===== src/rtl/seg7_pkg.sv =====
// Shared constants and types for the multiplexed seven-segment scan driver.
// The segment table is active-high, with bit order {g,f,e,d,c,b,a}.
package seg7_pkg;

    localparam int unsigned SEG_A = 0;
    localparam int unsigned SEG_B = 1;
    localparam int unsigned SEG_C = 2;
    localparam int unsigned SEG_D = 3;
    localparam int unsigned SEG_E = 4;
    localparam int unsigned SEG_F = 5;
    localparam int unsigned SEG_G = 6;

    localparam logic [6:0] SEG_OFF = 7'h00;

    localparam logic [6:0] HEX_SEG [16] = '{
        7'h3F, 7'h06, 7'h5B, 7'h4F, 7'h66, 7'h6D, 7'h7D, 7'h07,
        7'h7F, 7'h6F, 7'h77, 7'h7C, 7'h39, 7'h5E, 7'h79, 7'h71
    };

    typedef enum logic [0:0] {
        ST_HOLD = 1'b0,
        ST_DEAD = 1'b1
    } scan_state_t;

    // Digit counts outside 2..8 are clamped before the width is taken.
    function automatic int unsigned idx_width(input int unsigned n);
        int unsigned c;
        if (n < 32'd2) begin
            c = 32'd2;
        end else if (n > 32'd8) begin
            c = 32'd8;
        end else begin
            c = n;
        end
        return $clog2(c);
    endfunction

endpackage


===== src/rtl/sync_rise_detect.sv =====
// Three-stage sampler for an asynchronous level, with a one-cycle pulse on its
// rising edge. Also used to condition push-button inputs.
module sync_rise_detect #(
    parameter bit RESET_VAL = 1'b1
) (
    input  logic clk,
    input  logic reset,
    input  logic din,
    output logic rise
);

    logic s0_r;
    logic s1_r;
    logic s2_r;

    // Sampler shift chain; resetting to RESET_VAL suppresses a spurious edge at release.
    always_ff @(posedge clk) begin
        if (reset) begin
            s0_r <= RESET_VAL;
            s1_r <= RESET_VAL;
            s2_r <= RESET_VAL;
        end else begin
            s0_r <= din;
            s1_r <= s0_r;
            s2_r <= s1_r;
        end
    end

    assign rise = s1_r & ~s2_r;

endmodule


===== src/rtl/seg7_scan_driver.sv =====
// Multiplexed seven-segment driver: steps one digit per div_clk rising edge,
// with a one-cycle dark gap between digits and optional leading-zero blanking.
module seg7_scan_driver
    import seg7_pkg::*;
#(
    parameter int unsigned NUM_DIGITS = 4,
    parameter bit          ACTIVE_LOW = 1'b1
) (
    input  logic                    clk,
    input  logic                    reset,
    input  logic                    div_clk,
    input  logic [4*NUM_DIGITS-1:0] value,
    input  logic [NUM_DIGITS-1:0]   dp,
    input  logic [NUM_DIGITS-1:0]   digit_en,
    input  logic                    blank_lz,
    output logic [NUM_DIGITS-1:0]   an,
    output logic [6:0]              seg,
    output logic                    dp_out,
    output logic                    scan_tick
);

    localparam int unsigned IW = idx_width(NUM_DIGITS);
    localparam logic [IW-1:0] IDX_LAST = IW'(NUM_DIGITS - 1);
    // Pin-level "off" values; XOR with these converts active-high to pin polarity.
    localparam logic [NUM_DIGITS-1:0] AN_DARK  = {NUM_DIGITS{ACTIVE_LOW}};
    localparam logic [6:0]            SEG_DARK = SEG_OFF ^ {7{ACTIVE_LOW}};

    logic                    tick_s;
    scan_state_t             state_r;
    scan_state_t             state_nxt_s;
    logic [IW-1:0]           idx_r;
    logic [IW-1:0]           idx_nxt_s;
    logic                    wrap_s;
    logic [4*NUM_DIGITS-1:0] value_r;
    logic [NUM_DIGITS-1:0]   dp_r;
    logic [NUM_DIGITS-1:0]   en_r;
    logic                    blank_r;
    logic [NUM_DIGITS-1:0]   blank_s;
    logic [NUM_DIGITS-1:0]   lit_s;
    logic [3:0]              nib_s;
    logic [NUM_DIGITS-1:0]   onehot_s;
    logic [NUM_DIGITS-1:0]   an_r;
    logic [6:0]              seg_r;
    logic                    dp_out_r;
    logic [NUM_DIGITS-1:0]   an_nxt_s;
    logic [6:0]              seg_nxt_s;
    logic                    dp_nxt_s;

    sync_rise_detect #(
        .RESET_VAL (1'b1)
    ) u_tick (
        .clk   (clk),
        .reset (reset),
        .din   (div_clk),
        .rise  (tick_s)
    );

    // Next digit index, wrapping after the leftmost digit.
    always_comb begin
        if (idx_r == IDX_LAST) begin
            idx_nxt_s = {IW{1'b0}};
        end else begin
            idx_nxt_s = idx_r + IW'(1);
        end
    end

    assign wrap_s = tick_s && (idx_nxt_s == {IW{1'b0}});

    // Digit index advances once per scan tick.
    always_ff @(posedge clk) begin
        if (reset) begin
            idx_r <= IDX_LAST;
        end else if (tick_s) begin
            idx_r <= idx_nxt_s;
        end else begin
            idx_r <= idx_r;
        end
    end

    // Frame snapshot taken when the scan returns to digit 0, so a frame never tears.
    always_ff @(posedge clk) begin
        if (reset) begin
            value_r <= {(4*NUM_DIGITS){1'b0}};
            dp_r    <= {NUM_DIGITS{1'b0}};
            en_r    <= {NUM_DIGITS{1'b0}};
            blank_r <= 1'b0;
        end else if (wrap_s) begin
            value_r <= value;
            dp_r    <= dp;
            en_r    <= digit_en;
            blank_r <= blank_lz;
        end else begin
            value_r <= value_r;
            dp_r    <= dp_r;
            en_r    <= en_r;
            blank_r <= blank_r;
        end
    end

    // Leading-zero blanking: scan from the top digit while the run of zeros lasts.
    always_comb begin
        logic zero_run_s;
        zero_run_s = 1'b1;
        blank_s    = {NUM_DIGITS{1'b0}};
        for (int i = NUM_DIGITS - 1; i >= 0; i--) begin
            zero_run_s = zero_run_s & (value_r[4*i +: 4] == 4'h0);
            if (blank_r && zero_run_s && (i != 0)) begin
                blank_s[i] = 1'b1;
            end else begin
                blank_s[i] = 1'b0;
            end
        end
    end

    assign lit_s    = en_r & ~blank_s;
    assign nib_s    = value_r[{idx_r, 2'b00} +: 4];
    assign onehot_s = {{(NUM_DIGITS-1){1'b0}}, 1'b1} << idx_r;

    // Scan phase register.
    always_ff @(posedge clk) begin
        if (reset) begin
            state_r <= ST_HOLD;
        end else begin
            state_r <= state_nxt_s;
        end
    end

    // A tick always opens a dead cycle, even if one is already in progress.
    always_comb begin
        state_nxt_s = ST_HOLD;
        case (state_r)
            ST_HOLD: begin
                if (tick_s) begin
                    state_nxt_s = ST_DEAD;
                end else begin
                    state_nxt_s = ST_HOLD;
                end
            end
            ST_DEAD: begin
                if (tick_s) begin
                    state_nxt_s = ST_DEAD;
                end else begin
                    state_nxt_s = ST_HOLD;
                end
            end
            default: state_nxt_s = ST_HOLD;
        endcase
    end

    // Pin values: dark on a tick, new digit after the dead cycle, otherwise hold.
    always_comb begin
        an_nxt_s  = an_r;
        seg_nxt_s = seg_r;
        dp_nxt_s  = dp_out_r;
        if (tick_s) begin
            an_nxt_s  = AN_DARK;
            seg_nxt_s = SEG_DARK;
            dp_nxt_s  = ACTIVE_LOW;
        end else if (state_r == ST_DEAD) begin
            if (lit_s[idx_r]) begin
                an_nxt_s  = onehot_s ^ AN_DARK;
                seg_nxt_s = HEX_SEG[nib_s] ^ SEG_DARK;
                dp_nxt_s  = dp_r[idx_r] ^ ACTIVE_LOW;
            end else begin
                an_nxt_s  = AN_DARK;
                seg_nxt_s = SEG_DARK;
                dp_nxt_s  = ACTIVE_LOW;
            end
        end else begin
            an_nxt_s  = an_r;
            seg_nxt_s = seg_r;
            dp_nxt_s  = dp_out_r;
        end
    end

    // Output registers driving the pins.
    always_ff @(posedge clk) begin
        if (reset) begin
            an_r     <= AN_DARK;
            seg_r    <= SEG_DARK;
            dp_out_r <= ACTIVE_LOW;
        end else begin
            an_r     <= an_nxt_s;
            seg_r    <= seg_nxt_s;
            dp_out_r <= dp_nxt_s;
        end
    end

    assign an        = an_r;
    assign seg       = seg_r;
    assign dp_out    = dp_out_r;
    assign scan_tick = tick_s;

endmodule

===== config.mk =====
export PLATFORM = sky130hd
export DESIGN_NAME = seg7_scan_driver
export DESIGN_NICKNAME = d
export VERILOG_FILES = /design/src/rtl/seg7_pkg.sv /design/src/rtl/sync_rise_detect.sv /design/src/rtl/seg7_scan_driver.sv
export SDC_FILE = /design/constraint.sdc
export NUM_CORES = 1
export LEC_CHECK = 0
export CORE_ASPECT_RATIO = 0.5
export CORE_MARGIN = 2
export CORE_UTILIZATION = 51
export DETAILED_ROUTE_END_ITERATION = 10
export PLACE_DENSITY_LB_ADDON = 0.2
export SLEW_MARGIN = 20
export SYNTH_ARGS = -nofsm -noshare
export SYNTH_HDL_FRONTEND = slang
export SYNTH_SLANG_ARGS = --single-unit

===== constraint.sdc =====
create_clock -name clk -period 2.53 [get_ports clk]
set_input_delay 0.506 -clock clk [delete_from_list [all_inputs] [get_ports clk]]
set_output_delay 0.506 -clock clk [all_outputs]
set_load 0.01 [all_outputs]

==> summary.md, run 1 <==
| Metric | Value |
|---|---|
| Status | `finished, final reports clean` |
| Core area | `about 3900 um^2` |
| Area fraction of the dominant cell type after synthesis | `0.405` |
| Seq cells post-synth | `43` |
| Int Pwr | `1.05 mW` |
| Net Switching | `0.313 mW` |
| Gr usage total | `0.230` |
| Residual DRC count | `0` |
| Routed len/inst | `around 14 um` |
| Post-CTS Repair Setup Buffers | `0` |
| Power share of the clock group | `0.397` |
| Post-route insts no fill | `342` |
| Root buffer cell | `clkbuf_8` |
| R2R Setup Slk | `0.15 ns` |
| Synth top area cells | `dfxtp_1, nand2_1, a21oi_1` |
| Layout cell share with drive strength beyond 1 | `0.104` |
| Die Height | `just under 50 um` |
| # Max-Cap Violations | `0` |
| Post-CTS sizing | `0` |
| Largest net degree at the start of global routing | `32` |
| Critical path fanouts, max | `7` |
| Final Cell Area | `2690 um^2` |
| Pre-CTS setup slack | `approximately 0.15 ns` |
| Remaining antenna violation count after routing | `0` |
| DR iter-0 viols | `between 100 and 150` |
| Hold Path End | `u_tick.s1_r` |
| Dpl cells | `334` |
| Cell Area, Synth | `2120 um^2` |
| Detailed Route WL | `4890 um` |
| CTS buffer count | `5` |
| Hold depth | `1` |
| Yosys warnings | `0` |
| Final min period | `roughly 2.4 ns` |
| RSZ-0062 raised after global routing | `no` |
| F_max | `between 400 and 500 MHz` |
| Placed inst area | `2570 um^2` |
| Critical R2R Capture | `seg[1]` |
| Vias | `1847` |
| Worst-Skew Late Latency | `around 0.3 ns` |
| CTS tree | `yes` |
| Num ports | `41` |
| CP startpoint kind | `register` |
| Pins over their slew limit | `0` |
| Num rows | `16` |
| Worst VDD drop | `approximately 0.00023 V` |
| Final Cycle Share | `0.942` |
| Critical Path RT | `2.73 ns` |
| Static Leak | `1.02 nW` |
| Final hold violation count | `0` |
| WL met2 | `2230 um` |
| Hold Crit Class | `reg2reg` |
| Critical Path Sink Type | `register` |
| Vias in the first global route | `~1800` |
| Routed metal-1 wirelength | `~2300 um` |
| Reg2Reg Launch Point | `idx_r[0]` |
| Htree depth | `2` |
| IO Port Bufs | `40` |
| Uppermost layer routed | `met4` |
| Post-synth cell types | `39` |
| Combinational Power Share | `0.091` |
| Synthesized Nets | `287` |
| Crit path DAT | `approximately 2.6 ns` |
| Antenna diodes | `0` |
| Hold Buf Count CTS | `0` |
| Gpl congestion | `0.825` |
| Initial antenna violation count | `0` |
| Clock transition at path regs | `0.09 ns` |
| PD cells | `approximately 510 nW/um^2` |
| First-pass GRT wire length | `8220 um` |
| Die width | `~95 um` |
| WL met3 | `322 um` |
| Yosys top cell by area | `dfxtp_1` |
| Grt ovf | `0` |
| Clock Skews | `around 0.0085 ns` |
| Post-DP HPWL | `3640 um` |
| Max Root-Sink Buffers | `2` |
| Die ar. | `4730 um^2` |
| Seq/Total Area, Yosys | `0.405` |
| Slew headroom | `0.464` |
| Critical hold path startpoint | `u_tick.s0_r` |
| Avg Vias per Cell | `5.40` |
| Setup ws final | `0.147 ns` |
| Cells after Synth | `248` |
| Pwr Total | `1.36 mW` |
| Initial Util | `0.539` |
| Count of nets after finishing | `326` |
| Setup TNS | `0 ns` |
| Syn_area_per_cell | `between 8 and 9 um^2` |
| Sink Count | `43` |
| Worst r2r path cells | `7` |
| Setup Viol. Count Final | `0` |
| Layout area overhead | `26.4%` |
| Switching Fraction | `0.229` |
| Worst-margin pin slew | `0.802 ns` |
| WS Path Type | `reg2reg` |
| DRT Pass-1 Iters | `4` |
| Seq pwr share | `0.512` |
sequential cells by signal, indices dropped and copies added, names as in the netlist, 2 cells and up:
name	flops
value_r	16
seg	7
an	4
dp_r	4
en_r	4
idx_r	2
cell type report:
class,instances,area (um^2)
fillers,344,1260
multi-input cells,182,1160
flip-flops and latches,43,861
repair buffers,48,460
clock buffers,5,68.8
well taps,54,67.6
clock inverters,3,43.8
inverters,7,26.3
worst max-delay path, cell delays in order, from the launching register on:
cell and delay [ns]:
dfxtp_1 0.48, mux4_1 0.75, inv_1 0.17, ha_1 0.25, o21a_1 0.21, mux2_4 0.26
nor3_2 0.10, o21ai_1 0.08
stage by stage:
step                 util  hold WS, ns
floorplan               -        0.389
global placement    0.652        0.392
detailed placement  0.652        0.406
CTS                 0.681        0.428
global route        0.681        0.448
finish              0.681        0.420
power groups by stage:
stage | sequential, mW | clock, mW | combinational (mW)
floorplan | 0.710 | 0 | 0.0647
global placement | 0.713 | 0 | 0.120
detailed placement | 0.714 | 0 | 0.123
CTS | 0.698 | 0.550 | 0.124
global route | 0.700 | 0.585 | 0.136
finish | 0.698 | 0.542 | 0.124
placed cells by master (no fill, tap or decap), types with 4 or more instances in the layout:
| cell type | count |
|---|---|
| a21oi_1 | 28 |
| o21ai_0 | 4 |
| buf_4 | 8 |
| o21ai_1 | 7 |
| nor2_1 | 16 |
| ha_1 | 11 |
| nor3_1 | 7 |
| nor3b_1 | 5 |
| clkbuf_8 | 5 |
| mux2i_1 | 7 |
| dfxtp_1 | 43 |
| inv_1 | 7 |
| nand2_1 | 58 |
| clkdlybuf4s50_1 | 40 |
cell usage after synthesis:
cell type,instances
nor4_1,2
mux2_2,3
a311oi_1,1
o221ai_1,1
or2_1,1
nor4_2,1
o21ai_0,4
nand2b_1,1
ha_1,11
nor3_2,1
o31ai_2,1
dfxtp_1,43
nor3b_1,5
mux4_2,3
or4_1,1
buf_6,2
a211oi_2,1
a21oi_1,28
nand2_1,58
mux4_1,2
a41oi_1,1
inv_1,7
nor2_1,16
a22oi_1,2
clkbuf_1,10
buf_2,4
o21a_1,1
xnor2_1,2
a211o_1,2
nor3_1,7
mux2_4,1
o21ai_1,7
nand3_1,1
o22ai_1,3
and2_1,1
nand3b_1,2
o211ai_1,1
or2_2,3
mux2i_1,7
metal layers:
layer | vias to the layer above | GRT usage
met3 | 6 | 0.0581
li1 | 930 | -
met1 | 849 | 0.317
met2 | 62 | 0.351
met4 | 0 | 0.0797
met5 | - | 0
how the worst max path moves through the flow:
stage / start / slack, ns / endpoint / cells past startpoint
finish: idx_r[0] / 0.15 / seg[1] / 7
global route: idx_r[0] / 0.03 / seg[1] / 7
CTS: idx_r[0] / 0.14 / seg[1] / 7
detailed placement: idx_r[0] / 0.15 / seg[1] / 7
global placement: idx_r[0] / 0.23 / seg[1] / 7
floorplan: idx_r[0] / 0.29 / seg[1] / 8
kinds of logic after synthesis:
| kind of cell | after synthesis | share of synthesized area |
|---|---|---|
| muxes | 16 | 0.112 |
| xor gates and xnor gates | 2 | 0.00825 |
| adders and majority gates | 11 | 0.0648 |
| and+or+nand+nor | 100 | 0.212 |
| buffers and inverters | 23 | 0.0501 |
| DFF | 43 | 0.405 |
| AOI/OAI and AO/OA | 53 | 0.147 |
Power figures use the tool's default switching activity.
==> run 2, diff against run 1 <==
--- a/config.mk
+++ b/config.mk
@@ -5,6 +5,7 @@
 export SDC_FILE = /design/constraint.sdc
 export NUM_CORES = 1
 export LEC_CHECK = 0
+export CAP_MARGIN = 25
 export CORE_ASPECT_RATIO = 0.5
 export CORE_MARGIN = 2
 export CORE_UTILIZATION = 51
==> results of run 2 <==
Same layout as run 1: the final DEF is identical, and so are final timing and power.
